--- config.mk ---
export PLATFORM = sky130hd
export DESIGN_NAME = l2_request_arbiter
export DESIGN_NICKNAME = d
export VERILOG_FILES = /design/src/rtl/l2_request_arbiter.sv
export SDC_FILE = /design/constraint.sdc
export NUM_CORES = 1
export LEC_CHECK = 0
export CORE_MARGIN = 2
export CORE_UTILIZATION = 47
export CTS_CLUSTER_DIAMETER = 60
export DETAILED_ROUTE_END_ITERATION = 10
export PLACE_DENSITY = 0.85
export SYNTH_ARGS = -nofsm -noshare
export SYNTH_HDL_FRONTEND = slang
export SYNTH_SLANG_ARGS = --single-unit
--- constraint.sdc ---
create_clock -name clk -period 5.1 [get_ports clk]
set_input_delay 1.02 -clock clk [delete_from_list [all_inputs] [get_ports clk]]
set_output_delay 1.02 -clock clk [all_outputs]
set_load 0.02 [all_outputs]
--- src/rtl/l2_request_arbiter.sv ---
// Arbiter sequencing coherence transactions from two L1 controllers onto one L2/memory port.
// Write-backs win over misses; ties resolve round-robin; WAIT retires on abort, ack or timeout.
module l2_request_arbiter #(
  parameter int TIMEOUT = 16
) (
  input  logic       clk,
  input  logic       rstN,
  input  logic       reqC0,
  input  logic       reqC1,
  input  logic [1:0] opC0,
  input  logic [1:0] opC1,
  input  logic [7:0] addrC0,
  input  logic [7:0] addrC1,
  input  logic [7:0] wdataC0,
  input  logic [7:0] wdataC1,
  output logic       grantC0,
  output logic       grantC1,
  output logic       doneC0,
  output logic       doneC1,
  output logic [7:0] rdata,
  output logic       memReq,
  output logic       memWrite,
  output logic [7:0] memAddress,
  output logic [7:0] memWriteData,
  input  logic       memAck,
  input  logic [7:0] memReadData,
  input  logic       abortMem,
  input  logic [7:0] supplyData,
  output logic       timeoutErr,
  output logic       busy
);

  typedef enum logic [1:0] {IDLE, WAIT, RESP} state_t;

  localparam logic [1:0] OP_INV = 2'b10;
  localparam logic [1:0] OP_WB  = 2'b11;
  localparam logic [7:0] LAST_COUNT = 8'(TIMEOUT - 1);

  state_t     state;
  logic       lastGrant;
  logic       curId;
  logic [1:0] curOp;
  logic [7:0] count;

  logic       wbC0, wbC1, winner;
  logic [1:0] winOp;
  logic [7:0] winAddr, winWdata;
  logic       abortHit, timeoutHit, waitExit;

  always_comb begin
    wbC0 = reqC0 && (opC0 == OP_WB);
    wbC1 = reqC1 && (opC1 == OP_WB);
    // A lone write-back jumps the queue; otherwise the requester not served last wins a tie.
    if (wbC0 != wbC1)
      winner = wbC1;
    else if (reqC0 && reqC1)
      winner = ~lastGrant;
    else
      winner = reqC1;
    winOp    = winner ? opC1 : opC0;
    winAddr  = winner ? addrC1 : addrC0;
    winWdata = winner ? wdataC1 : wdataC0;
  end

  always_comb begin
    abortHit   = abortMem && (curOp != OP_WB);
    timeoutHit = (count == LAST_COUNT);
    waitExit   = abortHit || memAck || timeoutHit;
  end

  assign busy = (state != IDLE);

  always_ff @(posedge clk or negedge rstN) begin
    if (!rstN) begin
      state        <= IDLE;
      lastGrant    <= 1'b1;
      curId        <= 1'b0;
      curOp        <= 2'b00;
      count        <= 8'd0;
      rdata        <= 8'd0;
      grantC0      <= 1'b0;
      grantC1      <= 1'b0;
      doneC0       <= 1'b0;
      doneC1       <= 1'b0;
      timeoutErr   <= 1'b0;
      memReq       <= 1'b0;
      memWrite     <= 1'b0;
      memAddress   <= 8'd0;
      memWriteData <= 8'd0;
    end else begin
      grantC0    <= 1'b0;
      grantC1    <= 1'b0;
      doneC0     <= 1'b0;
      doneC1     <= 1'b0;
      timeoutErr <= 1'b0;
      case (state)
        IDLE: begin
          if (reqC0 || reqC1) begin
            curId     <= winner;
            curOp     <= winOp;
            lastGrant <= winner;
            grantC0   <= ~winner;
            grantC1   <= winner;
            count     <= 8'd0;
            if (winOp == OP_INV) begin
              // Invalidate needs no memory access: grant and done share one cycle.
              state  <= RESP;
              doneC0 <= ~winner;
              doneC1 <= winner;
            end else begin
              state        <= WAIT;
              memReq       <= 1'b1;
              memWrite     <= (winOp == OP_WB);
              memAddress   <= winAddr;
              memWriteData <= (winOp == OP_WB) ? winWdata : 8'd0;
            end
          end
        end
        WAIT: begin
          if (waitExit) begin
            state        <= RESP;
            doneC0       <= ~curId;
            doneC1       <= curId;
            memReq       <= 1'b0;
            memWrite     <= 1'b0;
            memAddress   <= 8'd0;
            memWriteData <= 8'd0;
            if (abortHit) begin
              rdata <= supplyData;
            end else if (memAck) begin
              if (curOp != OP_WB)
                rdata <= memReadData;
            end else begin
              rdata      <= 8'd0;
              timeoutErr <= 1'b1;
            end
          end else begin
            count <= count + 8'd1;
          end
        end
        RESP: begin
          state <= IDLE;
          count <= 8'd0;
        end
        default: state <= IDLE;
      endcase
    end
  end

endmodule

# Yosys cells after proc, flatten, opt, wreduce, memory -nomap -nowiden
# Cells that the tools add are included.
# totals
regBits	45
input_bits	58
output_inout_bits	32
wordCells	95
# op_classes
add_sub_neg	1
n_eq_ne	14
muxes	46
bitwise	3
n_reduce_logical	16
# ops
operator	n
8-bit two-way mux	13
8-bit one-hot mux with 2 select lines	2
8-bit one-hot mux with 3 select lines	1
1-bit two-way mux	21
2-bit == test (second input constant)	5
2-bit inequality test (second input constant)	5
8-bit by 1-bit adder with 8-bit output (second input constant)	1
8-bit by 4-bit == test with 1-bit output (second input constant)	1
2-bit two-way mux	4
1-bit one-hot mux with 2 select lines	4
3-bit AND reduction	2
1-bit logical AND	4
2-bit one-hot mux with 2 select lines	1
2-bit AND reduction	2
4-bit AND reduction	1
2-bit nonzero test	2
1-bit logical OR	3
3-bit by 1-bit inequality test with 1-bit output (second input constant)	1
1-bit NOT	3
3-bit nonzero test	1
2-bit by 1-bit == test with 1-bit output (second input constant)	1
2-bit logical NOT	1
1-bit inequality test	1

# Depth between registers and ports, before layout
# logic_depth
word_depth	10
depth_mapped	7
depth_no_buf	6

# Worst setup path after synthesis
# OpenSTA, ideal clock, no wires.
# synth_path
kind	input-to-reg
from	input port abortMem
to	register memAddress[0]
setup_ns	0.125
t_arrival_ns	2.412
required_time_ns	4.975
path_slack_ns	2.563
stages	6
n_path_buf	1
path_cell_list	a21boi_2 -> nor2_1 -> a311oi_4 -> o21ai_4 -> buf_6 -> mux2_4
# synth_between
elab_chain_len	5
# synth_rtl
element	line	text
from (decl)	27	input logic abortMem,
1-bit logical AND	66	abortHit = abortMem && (curOp != OP_WB);
1-bit logical OR (2 in series)	68	waitExit = abortHit || memAck || timeoutHit;
2-bit inequality test (no source line)	n/a	
4-bit AND reduction (no source line)	n/a	
to (signal assigned)	114	memAddress <= winAddr;
to (decl)	23	output logic [7:0] memAddress,
# No other way between the ends.
# A chain may end at the register's enable or synchronous reset.

# Worst setup path after layout
# layout_path
from	input port abortMem
to	register memWriteData[6]
# layout_between
elab_chain_len	5
# layout_rtl
element	line	text
1-bit logical AND	66	
1-bit logical OR (2 in series)	68	
2-bit inequality test (no source line)	n/a	
4-bit AND reduction (no source line)	n/a	
to (signal assigned)	115	memWriteData <= (winOp == OP_WB) ? winWdata : 8'd0;
to (decl)	24	output logic [7:0] memWriteData,
# No other way between the ends.

==> run summary <==
STATUS
-------------------------------------------------------------------------------------------------
Run status                                                                              completed

LOGIC SYNTHESIS
-------------------------------------------------------------------------------------------------
Yosys top cell by area                                                               sky130_fd_sc_hd__dfrtp_1
Syn avg cell area                                                                       10.4 um^2
Fraction of the yosys area taken by sequential cells                                        0.476
Synthesized netlist cell count                                                                227
Number of synthesis warnings                                                                    0
Yosys top cell area share                                                                   0.465
Number of synthesized flops with an enable pin                                                  0
Post-synthesis instance area                                                         0.00237 mm^2
Number of synthesized register bits                                                            45
Leading register cell type out of synthesis                                          sky130_fd_sc_hd__dfrtp_1
Async set-or-reset flop fraction in the synthesized netlist                                  1.00
Largest cells by area after synthesis                                                sky130_fd_sc_hd__dfrtp_1, sky130_fd_sc_hd__mux2_2, sky130_fd_sc_hd__mux2_4
Number of distinct library cell variants in the gate-level netlist after synthesis             39
Number of nets in the synthesized netlist                                                     286

SETUP PATH
-------------------------------------------------------------------------------------------------
Data required, critical path                                                              5.28 ns
Reg2reg path depth                                                                              5
Reg-to-reg critical path startpoint                                                  state[0]$_DFFE_PN0P_
Delay of the slowest cell on the worst path                                               0.53 ns
Worst Setup EP                                                                       memWriteData[6]$_DFFE_PN0P_
Reg-to-reg slack, setup                                                                   2.58 ns
Critical path endpoint category                                                              flop
Critical path buffer and inverter count                                                         1
Crit-path leading delay family                                                       compound AO/OA/AOI/OAI gates
Data arrival time of the worst path                                                       3.23 ns
R2R Path End                                                                         count[3]$_DFFE_PN0P_
Critical path peak fanout                                                                      18
Levels on crit path                                                                             6
Critical path startpoint category                                                       input pin
Worst-path cell chain                                                                clkdlybuf4s50_1 -> a21boi_2 -> nor2_1 -> a311oi_4 -> o21ai_4 -> mux2_4
Critical-path top delay cell                                                         sky130_fd_sc_hd__a21boi_2
Type of the worst setup path                                                            in -> reg
Worst setup startpoint                                                                   abortMem

WORST HOLD PATH
-------------------------------------------------------------------------------------------------
Class of the worst hold path                                                           reg -> reg

CLOCK NETWORK
-------------------------------------------------------------------------------------------------
CTS tree                                                                                    built
Total of cells resized after clock tree synthesis                                               0
H-tree depth                                                                                    2
CTS sink cnt                                                                                   45
Post-CTS Setup Repair Bufs                                                                      0
Clock Latency Late Sink                                                                   0.30 ns
CTS root buf                                                                         sky130_fd_sc_hd__clkbuf_8
CTS Buffer Depth                                                                                2
Post-cts hold buffer count                                                                      0
Clock-pin slew of the registers on the worst-case setup and hold paths                    0.08 ns
Number of clock buffers inserted by TritonCTS                                                   5

FLOORPLAN
-------------------------------------------------------------------------------------------------
Effective utilization at floorplan                                                          0.495
# rows                                                                                         25
Die extent in x                                                                           75.0 um
Ports placed on the boundary                                                                   90
Area of the core                                                                     0.00479 mm^2
Die Span Y                                                                                75.0 um
DIE AREA                                                                             0.00562 mm^2

TIMING
-------------------------------------------------------------------------------------------------
PnR worst setup slack                                                                     2.05 ns
Actual transition at the worst max-transition pin                                        0.968 ns
Time the worst path needs with I/O delays and setup                                       3.05 ns
Unrepaired setup endpoints after global routing                                                no
Final hold vios                                                                                 0
Achievable frequency                                                                      328 MHz
Period utilization                                                                          0.598
Number of max-slew violations in the final report                                               0
Relative slew slack                                                                         0.353
Final setup fails                                                                               0
Setup_tns                                                                                    0 ns
Clock Skew                                                                             0.00915 ns
Worst hold slack across all endpoints                                                    0.510 ns

GLOBAL ROUTING
-------------------------------------------------------------------------------------------------
Number of antenna violations at the first check in global routing                               0
Wire length of the first global-routing pass                                              8.57 mm
Largest net degree at the start of global routing                                              46
Tot GR Track Use                                                                            0.200
GRT overflow                                                                                    0
Number of global-route vias before repair                                                    1918

ROUTING
-------------------------------------------------------------------------------------------------
Via/cell ratio                                                                               5.21
Vias post-DR                                                                                 1996
Post-detailed-route DRC marker count                                                            0
Antenna Nets Post-Route                                                                         0
First-pass iteration count of the detailed router                                               4
Total wirelength of the detailed-routed design                                            5.47 mm
Detailed router's first-iteration violation count                                             118
Wirelength per Cell                                                                       14.3 um

CELLS AND AREA
-------------------------------------------------------------------------------------------------
Commonest cells after routing, fill and taps aside                                   sky130_fd_sc_hd__clkdlybuf4s50_1, sky130_fd_sc_hd__dfrtp_1, sky130_fd_sc_hd__nand2_1
Most common library cell in the layout ignoring fill and taps                        sky130_fd_sc_hd__clkdlybuf4s50_1
Cell area after layout                                                               0.00344 mm^2
Multi-input combinational cell area                                                  0.00119 mm^2
FILL cells                                                                                    370
Storage cell area                                                                    0.00113 mm^2
NumNets Final                                                                                 374
Post-synthesis to final-layout area growth                                                  45.3%
Share of final-layout standard cells stronger than drive strength 1                         0.142
Antenna Cells                                                                                   0

POWER AND IR DROP
-------------------------------------------------------------------------------------------------
Leakage dissipation                                                                       1.53 nW
Ratio of total power to cell area                                                     489 mW/mm^2
Max IR drop VDD                                                                          0.243 mV
Post-layout total power                                                                   1.68 mW

PLACE
-------------------------------------------------------------------------------------------------
RD Place Congestion                                                                         0.809
Half-perimeter wire length after placement                                                4.04 mm
Buffers on Ports                                                                               89
Placement-stage worst setup slack                                                         1.71 ns
Total cell area at the placement stage                                               0.00331 mm^2

JOB
-------------------------------------------------------------------------------------------------
Reported max-cap violation count                                                                0

## report_power, final
| part | total (mW) | switching [mW] | internal [mW] | leakage [nW] |
|---|---|---|---|---|
| clock | 0.312 | 0.117 | 0.195 | 0.0681 |
| combinational | 0.796 | 0.379 | 0.417 | 0.883 |
| sequential | 0.574 | 0.0906 | 0.484 | 0.582 |
| total | 1.68 | 0.587 | 1.10 | 1.53 |
## worst register-to-register path, delay by kind of cell, from the launching register on
kind             cells  cell delay, ns
XOR/XNOR             1            0.16
AND/OR/NAND/NOR      4            1.67
flip-flops           1            0.57
## registers in the layout, indices dropped and copies added (netlist names), 2 cells and up
signal        count
state             2
memWriteData      8
count             8
curOp             2
memAddress        8
rdata             8
## stage by stage
step / instances / util
after floorplan: 227 / -
after global placement: 375 / 0.691
after detailed placement: 375 / 0.691
after CTS: 383 / 0.719
after global routing: 383 / 0.719
final: 383 / 0.719
## cells in the mapped netlist, types with 3 or more instances
master / instances
sky130_fd_sc_hd__mux2i_1: 10
sky130_fd_sc_hd__o21ai_0: 23
sky130_fd_sc_hd__mux2_4: 10
sky130_fd_sc_hd__nand2_1: 35
sky130_fd_sc_hd__a21o_1: 3
sky130_fd_sc_hd__a21oi_1: 3
sky130_fd_sc_hd__dfrtp_1: 44
sky130_fd_sc_hd__mux2_2: 16
sky130_fd_sc_hd__clkbuf_1: 5
sky130_fd_sc_hd__nand2b_1: 3
sky130_fd_sc_hd__buf_2: 3
sky130_fd_sc_hd__nand3_1: 15
sky130_fd_sc_hd__xor2_1: 6
sky130_fd_sc_hd__nor2_1: 18
sky130_fd_sc_hd__and2_1: 3
## worst min-delay path by stage
stage,startpoint,end,cells after the start
6_report,rdata[2]$_DFFE_PN0P_,rdata[2]$_DFFE_PN0P_,1
5_1_grt,rdata[1]$_DFFE_PN0P_,rdata[1]$_DFFE_PN0P_,1
4_1_cts,rdata[2]$_DFFE_PN0P_,rdata[2]$_DFFE_PN0P_,1
3_5_place_dp,rdata[2]$_DFFE_PN0P_,rdata[2]$_DFFE_PN0P_,1
3_3_place_gp,rdata[0]$_DFFE_PN0P_,rdata[0]$_DFFE_PN0P_,1
2_1_floorplan,curId$_DFFE_PN0P_,doneC0$_DFF_PN0_,1
## metal layers
layer	vias up	GRT usage	share of wire
met5	-	0	0
met4	0	0.0476	0.0082
met3	7	0.0549	0.090
met2	84	0.363	0.48
met1	940	0.235	0.43
li1	965	-	-
## area by class of cell
cell class,count,share of cell area
Clock buffer,5,0.0200
Clock inverter,3,0.0189
Inverter,2,0.00218
Multi-Input combinational cell,171,0.347
Sequential cell,45,0.328
Tap cell,67,0.0244
Timing Repair Buffer,90,0.260
## cell families after synthesis
logic type               count (synthesis)  share of synthesized area
AO/OA/AOI/OAI                           37                      0.102
XOR/XNOR                                 6                     0.0222
adder cells (fa/ha/maj)                  1                    0.00528
buffers and inverters                   11                     0.0222
flip-flops                              45                      0.476
multiplexers                            36                      0.182
AND/OR/NAND/NOR                         91                      0.190
Power figures use the tool's default switching activity.
==> variant, RTL diff (config.mk and constraints unchanged) <==
Reset style: synchronous (`rstN`), changed in one clocked block.
--- a/src/rtl/l2_request_arbiter.sv
+++ b/src/rtl/l2_request_arbiter.sv
@@ -70,7 +70,7 @@
 
   assign busy = (state != IDLE);
 
-  always_ff @(posedge clk or negedge rstN) begin
+  always_ff @(posedge clk) begin
     if (!rstN) begin
       state        <= IDLE;
       lastGrant    <= 1'b1;
Behaviour: differs if rstN is asserted again (counterexample within 4 cycles, from zero or initial values and one cycle with rstN low); with rstN held inactive, the same outputs for 10 cycles.
==> variant against the unedited design <==
  * Synthesized area is 11% lower
  * Setup slack gained 0.17 ns
  * Clock skew is 0.0028 ns lower
  * Utilization increased by 0.12 points
  * Routed wire length grew 4.2%
  * Final area down 9.5%
  * Sequential share of layout area is 3.8 points lower
  * Sequential cell count stayed put
  * Global-route usage increased by 3.2 points
  * Count of clock-buffer cells in the layout increased by 1
  * Critical path type unchanged
  * Critical endpoint is now rdata[3]
Power is not compared: it rests on default switching activity, and its combinational part moved more than twofold at a synthesized area within 25%.
==> variant: results (changes against the unedited design) <==
[run_status]
status = completed  ; unchanged

[placed_design]
io_buffer_count = 89  ; unchanged
hpwl_mm = 4.39  ; was 4.04 mm
dpl_cell_area_um2 = 3030  ; was 3310 µm²
placed_cells = 364  ; was 375
gp_congestion = 0.862  ; was 0.809

[sta]
fin_skew_ns = 0.00631  ; was 0.00915 ns
tightest_slew_ns = 0.997  ; was 0.968 ns

[pwr]
leakagePower_nw = 1.18
intPower_mw = 0.590
vdd_drop_max_mv = 0.234

[clocking]
clock_latency_ns = 0.30  ; about the same
cts_setup_buffers = 0  ; unchanged
cts_htree_levels = 2  ; unchanged
cts_root_buffer = clkbuf_8  ; unchanged
cts_inserted_buffers = 5  ; unchanged
ctsResizeCount = 0  ; unchanged
clkTransAtPathRegs_ns = 0.08  ; about the same
cts.path.max_buffers = 2  ; unchanged

[logic_synthesis]
yosysSeqAreaShare_pct = 42.7  ; was 47.6%
synth.area.top_cells = dfxtp_1 43%, mux2i_1 9.0%, o2bb2ai_1 6.6%  ; was dfrtp_1 46%, mux2_2 7.6%, mux2_4 6.3%
async_flop_share_pct = 0  ; was 100%
synthDistinctLibCells = 47  ; was 39
synthCells = 231  ; was 227
ys.warnings.count = 0  ; unchanged
syn_nets = 290  ; was 286
synth_commonest_cells = 45 x dfxtp_1, 20 x a21oi_1, 20 x nand2_1, 20 x nor2_1, 19 x mux2i_1  ; was 44 x dfrtp_1, 35 x nand2_1, 23 x o21ai_0
yosys_most_used_dff = dfxtp_1  ; was dfrtp_1

[min_path]
hold_path_class = flop to flop  ; unchanged
whs_path_depth = 2  ; was 1
holdPathEnd = rdata[5]  ; was rdata[2]
min_from = rdata[5]  ; was rdata[2]

[global_route]
first_global_vias = 2032  ; was 1918
grt_max_degree = 20  ; was 46
grt_usage_pct = 23.2  ; was 20.0%
grt_pass1_wl_mm = 9.35  ; was 8.57 mm
antenna_found_initial = 0  ; unchanged

[worst_setup_path]
worstReg2RegStart = count[0]  ; was state[0]
reg2reg_setup_slack_ns = 3.01  ; was 2.58 ns
rr_endpoint = rdata[3]  ; was count[3]
crit_fanout = 16  ; was 18
path_delay_family = compound AO/OA/AOI/OAI gates  ; unchanged
crit_slowest_cell = o21ai_1  ; was a21boi_2
critical_path.max_stage_delay_ns = 0.77  ; was 0.53 ns
reg2reg_depth = 5  ; unchanged
critPathArrivalTime_ns = 3.09  ; was 3.23 ns

[cells_and_area]
drive_gt1_share_pct = 6.56  ; was 14.2%
fin_nets = 378  ; was 374
n_antenna_cell = 0  ; unchanged

[drt]
drtIter0Drc = 101  ; was 118
via_count = 2076  ; was 1996
routedWlPerCell_um = 15.3  ; was 14.3 µm
wl_mm = 5.70  ; was 5.47 mm
first_pass_iters = 4  ; unchanged

## variant: changes by cell type in the layout (fill, tap and decap cells not counted), moves of 3 or more
cell	unedited run	this run
dfxtp_1	0	45
dfrtp_1	44	0
a21oi_1	3	20
mux2_2	16	0
o21ai_0	23	7
o2bb2ai_1	0	16
nand2_1	35	20
mux2_4	10	0
mux2i_1	10	19
o31ai_1	0	8
nand3_1	15	12
or3_1	0	3
xor2_1	6	3
## variant: stage by stage
| step | util, % | setup slack [ns] | hold slack [ns] |
|---|---|---|---|
| 2_1_floorplan | - | 2.77 | 0.449 |
| 3_3_place_gp | 70.1 | 2.04 | 0.445 |
| 3_5_place_dp | 70.1 | 1.93 | 0.447 |
| 4_1_cts | 72.0 | 2.23 | 0.472 |
| 5_1_grt | 72.0 | 2.02 | 0.480 |
| 6_report | 72.0 | 2.22 | 0.468 |
## variant: worst max path at each step
stage          startpoint               to  slack [ns]  cells after the start
6_report           memAck         rdata[3]        2.22                      5
5_1_grt            memAck         rdata[3]        2.02                      5
4_1_cts            memAck         rdata[3]        2.23                      5
3_5_place_dp       memAck         rdata[3]        1.93                      5
3_3_place_gp         rstN         memWrite        2.04                      5
2_1_floorplan    abortMem  memWriteData[4]        2.77                      6
## variant: routing by layer
layer | share of wire (%) | track usage [%] | vias up
met5 | 0 | 0 | -
met4 | 2.3 | 8.81 | 0
met3 | 4.0 | 5.27 | 15
met2 | 51 | 40.0 | 52
met1 | 42 | 28.2 | 980
li1 | - | - | 1029
## variant: worst register-to-register path, cell delays in order (launching register included)
cell and delay (ns):
dfxtp_1 0.37, ha_1 0.32, and4b_1 0.24, o21ai_1 0.77, nand3_1 0.19, o31ai_1 0.12
## variant: kinds of logic (layout without fill, tap and decap cells)
| kind of cell | count (synthesis) | count (layout) | synth area share [%] |
|---|---|---|---|
| compound gates | 69 | 69 | 24.1 |
| xor+xnor | 3 | 3 | 1.25 |
| fa+ha+maj | 1 | 1 | 0.593 |
| buf+inv | 12 | 101 | 2.73 |
| flops | 45 | 45 | 42.7 |
| mux | 19 | 19 | 9.02 |
| simple gates | 82 | 82 | 19.6 |
## variant: final cells by class
| class | instances | area (µm²) |
|---|---|---|
| clock buffers | 6 | 72.6 |
| clock inverters | 2 | 10.0 |
| fillers | 368 | 1210 |
| inverters | 3 | 11.3 |
| multi-input cells | 174 | 1160 |
| flip-flops and latches | 45 | 901 |
| well taps | 52 | 65.1 |
| repair buffers | 90 | 898 |
## variant: power by group through the flow
stage	combinational (mW)	clock, mW	sequential [mW]
after floorplan	0.106	0	0.424
final	0.238	0.212	0.396
after detailed placement	0.238	0	0.403
after global placement	0.233	0	0.402
after global routing	0.258	0.232	0.399
after CTS	0.239	0.217	0.396
